## src/rtl/alu_seq.sv

```systemverilog
// alu_seq: four-state sequencer (IDLE/READ/EXEC/WB) that issues operations
// to an external combinational ALU and writes results into a 4x16 register
// file. Optional flag outputs are enabled by defining ALU_SEQ_FLAGS_EN.
module alu_seq #(
    parameter int unsigned NREGS = 4,
    parameter int unsigned WIDTH = 16
) (
    input  logic             clk,
    input  logic             rst_n,
    input  logic             instr_valid,
    input  logic [15:0]      instr,
    output logic             instr_ready,
    output logic [1:0]       alu_op,
    output logic [WIDTH-1:0] alu_in1,
    output logic [WIDTH-1:0] alu_in2,
    input  logic [WIDTH-1:0] alu_result,
    output logic             wb_valid,
    output logic [1:0]       wb_addr,
    output logic [WIDTH-1:0] wb_data,
    input  logic [1:0]       dbg_addr,
    output logic [WIDTH-1:0] dbg_data
`ifdef ALU_SEQ_FLAGS_EN
    ,
    output logic             flag_z,
    output logic             flag_n
`endif
);

    typedef enum logic [1:0] {IDLE, READ, EXEC, WB} state_t;

    state_t state, state_next;

    logic [15:0]      instr_q;
    logic [WIDTH-1:0] regs [NREGS];

    logic [1:0] f_op, f_rd, f_rs1, f_rs2;
    logic [7:0] f_imm;
    logic       is_li;

    assign f_op  = instr_q[15:14];
    assign f_rd  = instr_q[13:12];
    assign f_rs1 = instr_q[11:10];
    assign f_rs2 = instr_q[9:8];
    assign f_imm = instr_q[7:0];
    assign is_li = (f_op == 2'b11);

    assign dbg_data = regs[dbg_addr];

    // State register
    always_ff @(posedge clk or negedge rst_n) begin
        if (!rst_n) state <= IDLE;
        else        state <= state_next;
    end

    // Next-state and handshake decode
    always_comb begin
        state_next  = state;
        instr_ready = 1'b0;
        case (state)
            IDLE: begin
                instr_ready = 1'b1;
                if (instr_valid) state_next = READ;
            end
            READ:    state_next = is_li ? WB : EXEC;
            EXEC:    state_next = WB;
            WB:      state_next = IDLE;
            default: state_next = IDLE;
        endcase
    end

    // Datapath: operand latch, result capture and register write-back.
    // The ALU operand registers double as op_a/op_b and are loaded only for
    // ALU ops, so they keep their last driven value through loads and idle.
    // wb_data is the result register; it is written on entry to WB so the
    // pulse and the data appear together in the WB cycle.
    always_ff @(posedge clk or negedge rst_n) begin
        if (!rst_n) begin
            instr_q  <= '0;
            alu_op   <= '0;
            alu_in1  <= '0;
            alu_in2  <= '0;
            wb_valid <= 1'b0;
            wb_addr  <= '0;
            wb_data  <= '0;
            for (int unsigned i = 0; i < NREGS; i++) regs[i] <= '0;
        end else begin
            wb_valid <= 1'b0;
            case (state)
                IDLE: begin
                    if (instr_valid) instr_q <= instr;
                end
                READ: begin
                    if (is_li) begin
                        wb_valid <= 1'b1;
                        wb_addr  <= f_rd;
                        wb_data  <= WIDTH'(f_imm);
                    end else begin
                        alu_op  <= f_op;
                        alu_in1 <= regs[f_rs1];
                        alu_in2 <= regs[f_rs2];
                    end
                end
                EXEC: begin
                    wb_valid <= 1'b1;
                    wb_addr  <= f_rd;
                    wb_data  <= alu_result;
                end
                WB: begin
                    regs[wb_addr] <= wb_data;
                end
                default: ;
            endcase
        end
    end

`ifdef ALU_SEQ_FLAGS_EN
    // Zero/negative flags, updated on write-back of ALU ops only
    always_ff @(posedge clk or negedge rst_n) begin
        if (!rst_n) begin
            flag_z <= 1'b0;
            flag_n <= 1'b0;
        end else if (state == WB && !is_li) begin
            flag_z <= (wb_data == '0);
            flag_n <= wb_data[WIDTH-1];
        end
    end
`endif

endmodule

```

## config.mk

```make
export PLATFORM = sky130hd
export DESIGN_NAME = alu_seq
export DESIGN_NICKNAME = d
export VERILOG_FILES = /design/src/rtl/alu_seq.sv
export SDC_FILE = /design/constraint.sdc
export NUM_CORES = 1
export LEC_CHECK = 0
export CAP_MARGIN = 10
export CORE_MARGIN = 8
export CORE_UTILIZATION = 25
export DETAILED_ROUTE_END_ITERATION = 8
export DONT_BUFFER_PORTS = 1
export HOLD_SLACK_MARGIN = 0.12
export PLACE_DENSITY = 0.45
export SETUP_SLACK_MARGIN = 0.5
export SLEW_MARGIN = 20
export SYNTH_ARGS = -nofsm -noshare
export SYNTH_HDL_FRONTEND = slang
export SYNTH_SLANG_ARGS = --single-unit
```

## constraint.sdc

```tcl
create_clock -name clk -period 1.8 [get_ports clk]
set_input_delay 0.36 -clock clk [delete_from_list [all_inputs] [get_ports clk]]
set_output_delay 0.36 -clock clk [all_outputs]
set_load 0.02 [all_outputs]
```

Yosys cells after proc, flatten, opt, wreduce, memory -nomap -nowiden
Index checks and enable logic that the tools add are counted.

cells by class
  bitwise operators = 5
  eq/ne operators = 6
  reductions and logical operators = 6
  magnitude comparators = 5
  multiplexer cells = 22

operator list
  cell                                                       number
  2-to-1 mux 16 bit                                          8
  binary-select mux 16 bit (select 2 bit)                    3
  bitwise mux 64 bit                                         1
  demux 16 bit (select 2 bit)                                1
  case mux 16 bit (2 select lines)                           1
  greater-or-equal comparator 3 bit (second input constant)  4
  inverter 2 -> 3 bit                                        4
  case mux 2 bit (4 select lines)                            1
  equality test 2 bit (second input constant)                3
  AND reduction 2 bit                                        3
  2-to-1 mux 2 bit                                           2
  inequality test 2 bit (second input constant)              2
  case mux 2 bit (2 select lines)                            1
  < comparator 3 x 1 -> 1 bit (second input constant)        1
  2-to-1 mux 1 bit                                           3
  equality test 2 x 1 -> 1 bit (second input constant)       1
  zero test 2 bit                                            1
  case mux 1 bit (2 select lines)                            1
  nonzero test 2 bit                                         1
  logical AND 1 bit                                          1
  inverter 1 bit                                             1

word-level totals
  logic and storage cells = 56
  register bits after elaboration = 135
  bits of input ports = 37
  output and inout port bits = 70

Logic depth before layout (Yosys ltp)
  depth in word-level cells = 6
  mapped depth = 8
  mapped depth without buffers = 5

Worst setup path after synthesis
Ideal clock, no wire load.

  path kind = input port to output port
  start = in dbg_addr[0]
  end = out dbg_data[10]
  arrival time = 1,392 ps
  cell stages on the path = 3
  data required time = 1,440 ps
  setup slack = 48 ps
  path buffers = 2
  cells stage by stage = buf_2 buf_4 mux4_2

on the way
  longest elaborated chain between the ends = 4

RTL lines
  what                                                  RTL line  text
  from (decl)                                           20        input logic [1:0] dbg_addr,
  inverter 2 -> 3 bit (not written as such)             47        assign dbg_data = regs[dbg_addr];
  binary-select mux 16 bit (select 2 bit)               47
  2-to-1 mux 16 bit (not written as such) (2 in a row)  47
  to (decl)                                             21        output logic [WIDTH-1:0] dbg_data

Every way passes these cells. The select of a mux whose other input is x is not followed.

Worst setup path in the final report
  start = reg state[0]
  end = reg regs[30] (netlist bit)

on the way
  longest elaborated chain between the ends = 1

RTL lines
  what                             RTL line  text
  from (decl)                      31        state_t state, state_next;
  from (signal assigned)           52        else state <= state_next;
  equality test 2 bit              88        case (state)
  to (signal, indexed assignment)  109       regs[wb_addr] <= wb_data;
  to (decl)                        34        logic [WIDTH-1:0] regs [NREGS];

Every way passes these cells.
A chain may end at the register's enable or synchronous reset.

==> qor.yml <==
pwr-share-comb_pct: 50.4
cap_violations: 0
mostFrequentLayoutCell: "dfrtp_1"
wl_per_cell_um: 24.4
gp_congestion: 0.726
cts_buffers: 17
synth-async-reset-ratio_pct: 100
clk_latency_ps: 420
fmax_mhz: 571
clockPowerShare_pct: 17.4
start_util_pct: 25.4
synth_edf_count: 0
ys_types: 28
place_hpwl_um: 12000
antenna_left: 0
grt_max_degree: 136
synth_ff_type: "dfrtp_1"
worstPathMaxFanout: 8
fin_tns_setup_ps: 0
power_mw: 19.6
antenna_cells: 0
ir_drop_mv: 1.01
fin_skew_ps: 10.6
finalMaxSlewViolations: 0
vias: 4436
place_ws_ps: 118
post-route-period-util_pct: 97.3
final.min_clock_period_ps: 1750
r2r_slack_ps: 50
syn_avg_cell_area_um2: 14.4
clock-root-buffer: "clkbuf_16"
r2r_cells: 8
status: "complete, but fails checks"
synth.net_count: 484
ys_seq_area_share_pct: 52.9
vias_per_cell: 4.81
tritoncts: "built"
antenna_found_initial: 0
nets: 620
die_x_um: 176
p_leak_nw: 4.41
critPathKind: "flop to flop"
setup_ws_ps: 48.2
hp-class: "input pin to async pin"
drt_pre_antenna_iters: 5
grt_pass1_wl_um: 33300
clkSinkCount: 135
slew_headroom_pct: 77.8
violations: "hold timing"
worst_pin_slew_ps: 333
reg2reg_from: "state[0]"
seqPwrFrac_pct: 32.3
finalHoldViolCount: 135
yosys_warnings: 0
grt-ovfl-total: 0
grt_pass1_vias: 4970
fillers: 2412
htreeDepth: 4
critPathLaunchType: "flop"
drcViolationCount: 0
ios: 107
p_per_area_nw_per_um2: 2080
grtUsageTotal_pct: 14.5
holdBufCountCts: 25
switching_share_pct: 37.8
end_kind: "flop"
ys_ff_latch: 135
rows: 58
dieArea_um2: 30900
drive_above_1_share_pct: 55.4
synth_top_cell_by_area: "dfrtp_1"
timing.rr.end: "regs[30]"
core-area_um2: 25100
area_growth_pct: 47.7
rsz0062_at_grt: "yes"
path_clk_slew_ps: 60
drt_iter0_markers: 276
p_int_mw: 12.2
clk_path_buf_depth: 2
drt_wl_total_um: 22500
io_buffers: 0
power.switching_mw: 7.43
fp.dieH_um: 176
synth_top_cells_by_area: "dfrtp_1 53%, mux2_2 18%, mux2i_1 10%"
synth_top_area_share_pct: 52.9
synth_cells: 443
finalSetupViolCount: 0
design_area_um2: 9420
netlist_area_um2: 6380
worstPathRequired_ps: 2090
hold_slack_ps: -360
placed_area_um2: 6910
layout_common_cells: "103 x dfrtp_1, 91 x mux2_4, 77 x buf_4"
cp_data_arrival_time_ps: 2040
-- cell families after synthesis --
family	Yosys count	synth area share (%)
muxes	180	33.3
DFF	135	52.9
AOI/OAI and AO/OA	46	6.35
and+or+nand+nor	46	3.65
buffers and inverters	32	2.94
adders and majority gates	4	0.784
-- cells in the mapped netlist, drive strengths merged (2+ instances only) --
cell	n
a31oi	2
nand3	3
mux2	100
inv	3
mux2i	64
nor2b	2
ha	4
buf	27
nand3b	4
nand2	34
dfrtp	135
clkbuf	2
a22o	8
mux4	16
o221ai	32
-- stage by stage --
step	utilization, %	cells
2_1_floorplan	-	443
3_3_place_gp	27.5	761
3_5_place_dp	27.5	761
4_1_cts	36.7	914
5_1_grt	37.5	922
6_report	37.5	922
-- critical path, stage by stage, from the launching register on --
cell and delay (ps):
dfrtp_1 420, buf_6 130, buf_6 110, ha_4 150
buf_6 130, nand3b_4 110, buf_6 120, buf_12 140
mux2_4 310
-- state kept, by name (all words and copies together), names as in the netlist --
| name | count |
|---|---|
| alu_in1 | 16 |
| alu_in2 | 16 |
| alu_op | 2 |
| instr_q | 16 |
| regs | 64 |
| state | 2 |
| wb_addr | 2 |
| wb_data | 16 |
| wb_valid | 1 |
-- timing repair --
item,in CTS,in global routing
pin swaps,14,5
gates cloned,11,1
endpoints found under the hold margin,161,135
resized for setup,147,37
setup buffers,85,7
endpoints found under the setup margin,177,169
-- power groups by stage --
stage / registers, mW / logic [mW] / clock network, mW
6_report: 6.34 / 9.89 / 3.41
5_1_grt: 6.54 / 10.5 / 3.63
4_1_cts: 6.32 / 9.37 / 3.49
3_5_place_dp: 6.56 / 5.76 / 0
3_3_place_gp: 6.49 / 5.58 / 0
2_1_floorplan: 5.93 / 4.55 / 0
-- worst max-delay path by stage --
stage	slack, ps	from	cells past startpoint	endpoint
floorplan	170	state[1]	7	wb_addr[0]
global placement	180	state[0]	6	wb_addr[1]
detailed placement	120	state[0]	6	wb_addr[1]
CTS	30	regs[5]	1	dbg_data[5]
global route	5	state[0]	8	alu_in2[14]
finish	50	state[0]	8	regs[30]
-- layout make-up --
class | count | area [um^2] | share of cell area, %
Clock buffer | 18 | 439 | 4.66
Multi-Input combinational cell | 277 | 3370 | 35.7
Tap cell | 330 | 413 | 4.38
Timing Repair Buffer | 145 | 1630 | 17.3
Clock inverter | 14 | 138 | 1.46
Sequential cell | 135 | 3420 | 36.3
Inverter | 3 | 18.8 | 0.199
-- metal layers --
metal	global-route usage, %	share of wire [%]	vias up	routed length [um]
li1	-	-	1964	-
met3	4.68	6.6	22	1490
met2	23.3	48	133	10800
met5	0	0	-	0
met1	18.6	44	2317	9970
met4	3.53	1.2	0	261
(Power assumes the default switching activity.)
